### config.mk
export PLATFORM = sky130hd
export DESIGN_NAME = regfile_tagged
export DESIGN_NICKNAME = d
export VERILOG_FILES = /design/src/rtl/regfile_tagged_pkg.sv /design/src/rtl/regfile_tagged_rdport.sv /design/src/rtl/regfile_tagged.sv
export SDC_FILE = /design/constraint.sdc
export NUM_CORES = 2
export LEC_CHECK = 0
export BUFFER_PORTS_ARGS = -buffer_cell sky130_fd_sc_hd__buf_2
export CORE_ASPECT_RATIO = 0.9
export CORE_UTILIZATION = 45
export DETAILED_ROUTE_END_ITERATION = 6
export RECOVER_POWER = 100
export REMOVE_ABC_BUFFERS = 1
export SLEW_MARGIN = 0
export SYNTH_ARGS = -nofsm -noshare
export SYNTH_HDL_FRONTEND = slang
export SYNTH_SLANG_ARGS = --single-unit
### constraint.sdc
create_clock -name clk -period 6.99 [get_ports clk]
set_clock_uncertainty 0.15 [all_clocks]
set_input_delay 0.699 -clock clk [delete_from_list [all_inputs] [get_ports clk]]
set_output_delay 0.699 -clock clk [all_outputs]
set_load 0.01 [all_outputs]
### src/rtl/regfile_tagged_pkg.sv
// Shared defines for the tagged register file.
// Widths, defaults and polarity constants.
package regfile_tagged_pkg;

  localparam int XLEN_DEF  = 32;
  localparam int NREG_DEF  = 32;
  localparam int AW_DEF    = $clog2(NREG_DEF);
  localparam int TAG_W_DEF = 4;
  localparam int NRD_DEF   = 2;

  localparam logic RST_ON = 1'b1;
  localparam logic EN_ON  = 1'b1;

endpackage

### src/rtl/regfile_tagged_rdport.sv
// One read port: priority mux with commit bypass.
// Rename is never visible here.
module regfile_tagged_rdport
  import regfile_tagged_pkg::*;
#(
  parameter int XLEN  = XLEN_DEF,
  parameter int AW    = AW_DEF,
  parameter int TAG_W = TAG_W_DEF
) (
  input  logic             rst,
  input  logic             en,
  input  logic [AW-1:0]    addr,
  input  logic             cmt_valid,
  input  logic [AW-1:0]    cmt_addr,
  input  logic [TAG_W-1:0] cmt_tag,
  input  logic [XLEN-1:0]  cmt_data,
  input  logic [XLEN-1:0]  st_data,
  input  logic             st_busy,
  input  logic [TAG_W-1:0] st_tag,
  output logic [XLEN-1:0]  data,
  output logic             busy,
  output logic [TAG_W-1:0] tag
);

  // Disabled, reset and x0 read as zero; same-address commit is bypassed.
  always_comb begin
    data = '0;
    busy = 1'b0;
    tag  = '0;
    if (rst != RST_ON && en == EN_ON && addr != '0) begin
      if (cmt_valid && cmt_addr == addr) begin
        data = cmt_data;
        if (st_busy && st_tag != cmt_tag) begin
          busy = 1'b1;
          tag  = st_tag;
        end
      end else begin
        data = st_data;
        busy = st_busy;
        if (st_busy)
          tag = st_tag;
      end
    end
  end

endmodule

### src/rtl/regfile_tagged.sv
// Register file with busy/tag rename tracking.
// N read ports, in-order commit, flush, busy count.
module regfile_tagged
  import regfile_tagged_pkg::*;
#(
  parameter int XLEN  = XLEN_DEF,
  parameter int NREG  = NREG_DEF,
  parameter int AW    = $clog2(NREG),
  parameter int TAG_W = TAG_W_DEF,
  parameter int NRD   = NRD_DEF,
  localparam int CW   = $clog2(NREG + 1)
) (
  input  logic                 clk,
  input  logic                 rst,
  input  logic                 flush,
  input  logic                 ren_valid,
  input  logic [AW-1:0]        ren_addr,
  input  logic [TAG_W-1:0]     ren_tag,
  input  logic                 cmt_valid,
  input  logic [AW-1:0]        cmt_addr,
  input  logic [TAG_W-1:0]     cmt_tag,
  input  logic [XLEN-1:0]      cmt_data,
  input  logic [NRD-1:0]       rd_en,
  input  logic [NRD*AW-1:0]    rd_addr,
  output logic [NRD*XLEN-1:0]  rd_data,
  output logic [NRD-1:0]       rd_busy,
  output logic [NRD*TAG_W-1:0] rd_tag,
  output logic [CW-1:0]        busy_count
);

  logic [XLEN-1:0]  data_q [NREG];
  logic [TAG_W-1:0] tag_q  [NREG];
  logic [XLEN-1:0]  data_n [NREG];
  logic [TAG_W-1:0] tag_n  [NREG];
  logic [NREG-1:0]  busy_q;
  logic [NREG-1:0]  busy_n;
  logic [NREG-1:0]  hit_c;
  logic [NREG-1:0]  hit_r;
  logic [CW-1:0]    cnt_n;

  // Per-register commit and rename hits; flush suppresses rename.
  always_comb begin
    hit_c = '0;
    hit_r = '0;
    for (int r = 0; r < NREG; r++) begin
      hit_c[r] = cmt_valid && (cmt_addr == AW'(r));
      hit_r[r] = ren_valid && !flush && (ren_addr == AW'(r));
    end
  end

  // Next state: rename beats release, flush beats everything.
  always_comb begin
    busy_n = '0;
    for (int r = 0; r < NREG; r++) begin
      data_n[r] = '0;
      tag_n[r]  = '0;
      if (r != 0) begin
        data_n[r] = hit_c[r] ? cmt_data : data_q[r];
        tag_n[r]  = hit_r[r] ? ren_tag : tag_q[r];
        if (flush)
          busy_n[r] = 1'b0;
        else if (hit_r[r])
          busy_n[r] = 1'b1;
        else if (hit_c[r] && busy_q[r] && tag_q[r] == cmt_tag)
          busy_n[r] = 1'b0;
        else
          busy_n[r] = busy_q[r];
      end
    end
  end

  // Popcount of next-state busy bits.
  always_comb begin
    cnt_n = '0;
    for (int r = 0; r < NREG; r++)
      cnt_n = cnt_n + CW'(busy_n[r]);
  end

  // State update; reset wins over every other request.
  always_ff @(posedge clk) begin
    if (rst == RST_ON) begin
      for (int r = 0; r < NREG; r++) begin
        data_q[r] <= '0;
        tag_q[r]  <= '0;
      end
      busy_q     <= '0;
      busy_count <= '0;
    end else begin
      for (int r = 0; r < NREG; r++) begin
        data_q[r] <= data_n[r];
        tag_q[r]  <= tag_n[r];
      end
      busy_q     <= busy_n;
      busy_count <= cnt_n;
    end
  end

  for (genvar i = 0; i < NRD; i++) begin : g_rd
    logic [AW-1:0] a;
    assign a = rd_addr[i*AW +: AW];

    regfile_tagged_rdport #(
      .XLEN  (XLEN),
      .AW    (AW),
      .TAG_W (TAG_W)
    ) u_rd (
      .rst       (rst),
      .en        (rd_en[i]),
      .addr      (a),
      .cmt_valid (cmt_valid),
      .cmt_addr  (cmt_addr),
      .cmt_tag   (cmt_tag),
      .cmt_data  (cmt_data),
      .st_data   (data_q[a]),
      .st_busy   (busy_q[a]),
      .st_tag    (tag_q[a]),
      .data      (rd_data[i*XLEN +: XLEN]),
      .busy      (rd_busy[i]),
      .tag       (rd_tag[i*TAG_W +: TAG_W])
    );
  end

endmodule

==> reports/qor.csv <==
stage,metric,value,unit
outcome,violations,"capacitance limit, slew limit",
timing,fmax,0.147,GHz
route,final_antenna_net_count,0,
route,finalWirelength,212000,µm
cts,path_clk_slew,60,ps
pwr,power.density,248,nW/µm²
cts,clock_latency,730,ps
setup_path,crit_required,7000,ps
floorplan,initial_core_util,45.6,%
timing,hold_viol,0,
timing,drv_slew,1666,
synth,synth_edf_count,992,
grt,grt_pass1_vias,39530,
grt,grt_max_degree,97,
outcome,outcome,"finished, violations left",
synth,synth-adder-area-share,0.897,%
cts,cts_setup_buffers,0,
floorplan,ios,147,
synth,ys_ff_latch,1153,
timing,worstMarginPinSlew,4460,ps
placement,place_ws,301,ps
cells_and_area,syn2layout_area_growth,9.72,%
cts,post_cts_resized,0,
route,drt-vias-per-instance,6.59,
pwr,leakage,22.1,nW
setup_path,crit_type,in2reg,
route,remaining_drc_errors,0,
floorplan,die_w,390,µm
route,via_count,40589,
synth,syn_avg_cell_area,14.4,µm²
cts,ctsHoldBuffers,0,
floorplan,core_area,134000,µm²
grt,track_usage,30.9,%
cells_and_area,fillers,11302,
cts,cts.sinks,1153,
job,maxCapViolations,56,
cts,ctsRootBufferMaster,clkbuf_16,
synth,synth.cell_area,61100,µm²
synth,synth_compound_area_share,3.53,%
route,first_iter_violations,5374,
setup_path,start_kind,input port,
synth,synthTopCellsByArea,"edfxtp_1, mux4_2, dfxtp_1",
cells_and_area,fin_nets,4342,
timing,finalSetupTns,0,ps
synth,synth_common_cells,"edfxtp_1, nor2_1, mux4_2",
grt,grt_pass1_wl,298000,µm
timing,setup_violations,0,
setup_path,reg2reg_depth,23,
route,post_drt_wl_per_cell,34.4,µm
timing,setup_ws,178,ps
pwr,ir_drop,216,µV
cts,cts_tree,yes,
min_path,hold_class,reg2reg,
placement,dp_hpwl,123000,µm
grt,antenna_found_initial,9,
cts,h-tree-depth,3,
timing,rsz0062_at_grt,no,
cells_and_area,final_area,67100,µm²
min_path,hold_depth,2,
synth,yosysMostFrequentCell,edfxtp_1,
synth,yosys_warnings,0,
cts,cts_buffers,118,
route,dr.pass1.iters,6,
setup_path,cp_max_fo,33,
timing,fin_crit,6810,ps
floorplan,num_rows,127,
placement,port_buffers,146,
placement,gp_congestion,0.958,
placement,dp_cells,5931,
cells_and_area,drive_above_1_share,23.7,%
setup_path,crit_path_end_kind,flip-flop,
setup_path,cp.arrival,6820,ps
synth,synthCells,4246,
synth,synth_top_family_by_area,multiplexers,
synth,synth_ff_type,edfxtp_1,
synth,synth_mux_area_share,27.6,%
cts,cts_buffer_depth,3,
synth,yosysTopAreaCellShare,48.7,%
synth,synth_simple_gate_area_share,8.47,%
synth,synth_xor_area_share,2.02,%
floorplan,dieArea,137000,µm²
timing,timing.slew.headroom,-198,%
synth,yosysSeqAreaShare,54.0,%
placement,placement.cell_area,63700,µm²
cells_and_area,instances_no_fill,6155,
floorplan,die_h,352,µm
grt,grt.overflow.total,0,
timing,period_share,97.4,%
synth,ys_types,68,
synth,synth_top_area_cell,edfxtp_1,
synth,synthArstFlopShare,0,%
## path summary, 6_finish.rpt
path / startpoint / endpoint / slack (ps)
max: cmt_addr[4] / data_q[8][7] / 180
min: tag_q[3][0] / tag_q[3][0] / 360
max reg2reg: tag_q[28][1] / busy_count[4] / 860
min reg2reg: tag_q[3][0] / tag_q[3][0] / 360
## kinds of logic after synthesis
logic type	Yosys count
flops	1153
compound gates	332
xor+xnor	141
mux	897
fa+ha+maj	30
buf+inv	483
simple gates	1210
## worst max-delay path: stages
cell      delay (ps)
clkbuf_1         170
nand2b_1         270
nor2_1            80
clkbuf_1         180
nand2_2          110
clkbuf_1        2730
nand2b_1        1480
clkbuf_2        1030
## cell usage in the layout (no fill, tap or decap), types with 26 or more instances in the layout
| cell type | instances |
|---|---|
| a22o_1 | 34 |
| nand4_1 | 26 |
| xor2_1 | 45 |
| buf_2 | 64 |
| mux2_2 | 53 |
| mux4_2 | 622 |
| inv_1 | 64 |
| nand2b_1 | 62 |
| o2bb2ai_1 | 34 |
| dfxtp_1 | 161 |
| nand3_1 | 85 |
| clkbuf_1 | 180 |
| buf_4 | 59 |
| mux2i_1 | 220 |
| nor2_1 | 795 |
| clkbuf_16 | 120 |
| edfxtp_1 | 992 |
| a21oi_1 | 160 |
| nand2_1 | 124 |
| xnor2_1 | 96 |
## state kept, by name (all words and copies together), names as in the netlist
signal / flops
busy_count: 6
tag_q: 124
data_q: 992
busy_q: 31
## per-stage QoR
| step | utilization, % | hold slack [ps] | total power, W |
|---|---|---|---|
| floorplan | - | 311 | 0.00938 |
| finish | 50.1 | 356 | 0.0167 |
| global placement | 47.6 | 334 | 0.0104 |
| CTS | 50.4 | 303 | 0.0167 |
| detailed placement | 47.6 | 345 | 0.0104 |
| global route | 50.1 | 386 | 0.0171 |
## routing by layer
metal / GRT usage, % / part of all wire (%) / vias to the layer above
met2: 47.9 / 46 / 2497
met3: 6.46 / 11 / 418
li1: - / - / 16325
met5: 0 / 0.018 / -
met1: 43.3 / 39 / 21343
met4: 11.4 / 4.0 / 6
## layout make-up
cell class / count / area [µm²] / area share [%]
Sequential cell: 1153 / 33000 / 49.2
Multi-Input combinational cell: 2610 / 26000 / 38.8
Clock buffer: 157 / 3170 / 4.73
Tap cell: 1806 / 2260 / 3.37
Timing Repair Buffer: 297 / 1690 / 2.51
Clock inverter: 61 / 648 / 0.966
Inverter: 65 / 244 / 0.364
Antenna cell: 6 / 15.0 / 0.0224
## power breakdown
group          switching, W  internal (W)
Sequential         0.000185       0.00793
Clock               0.00280       0.00356
Combinational       0.00125      0.000935
Note: power is estimated with default switching activity, not from simulation.
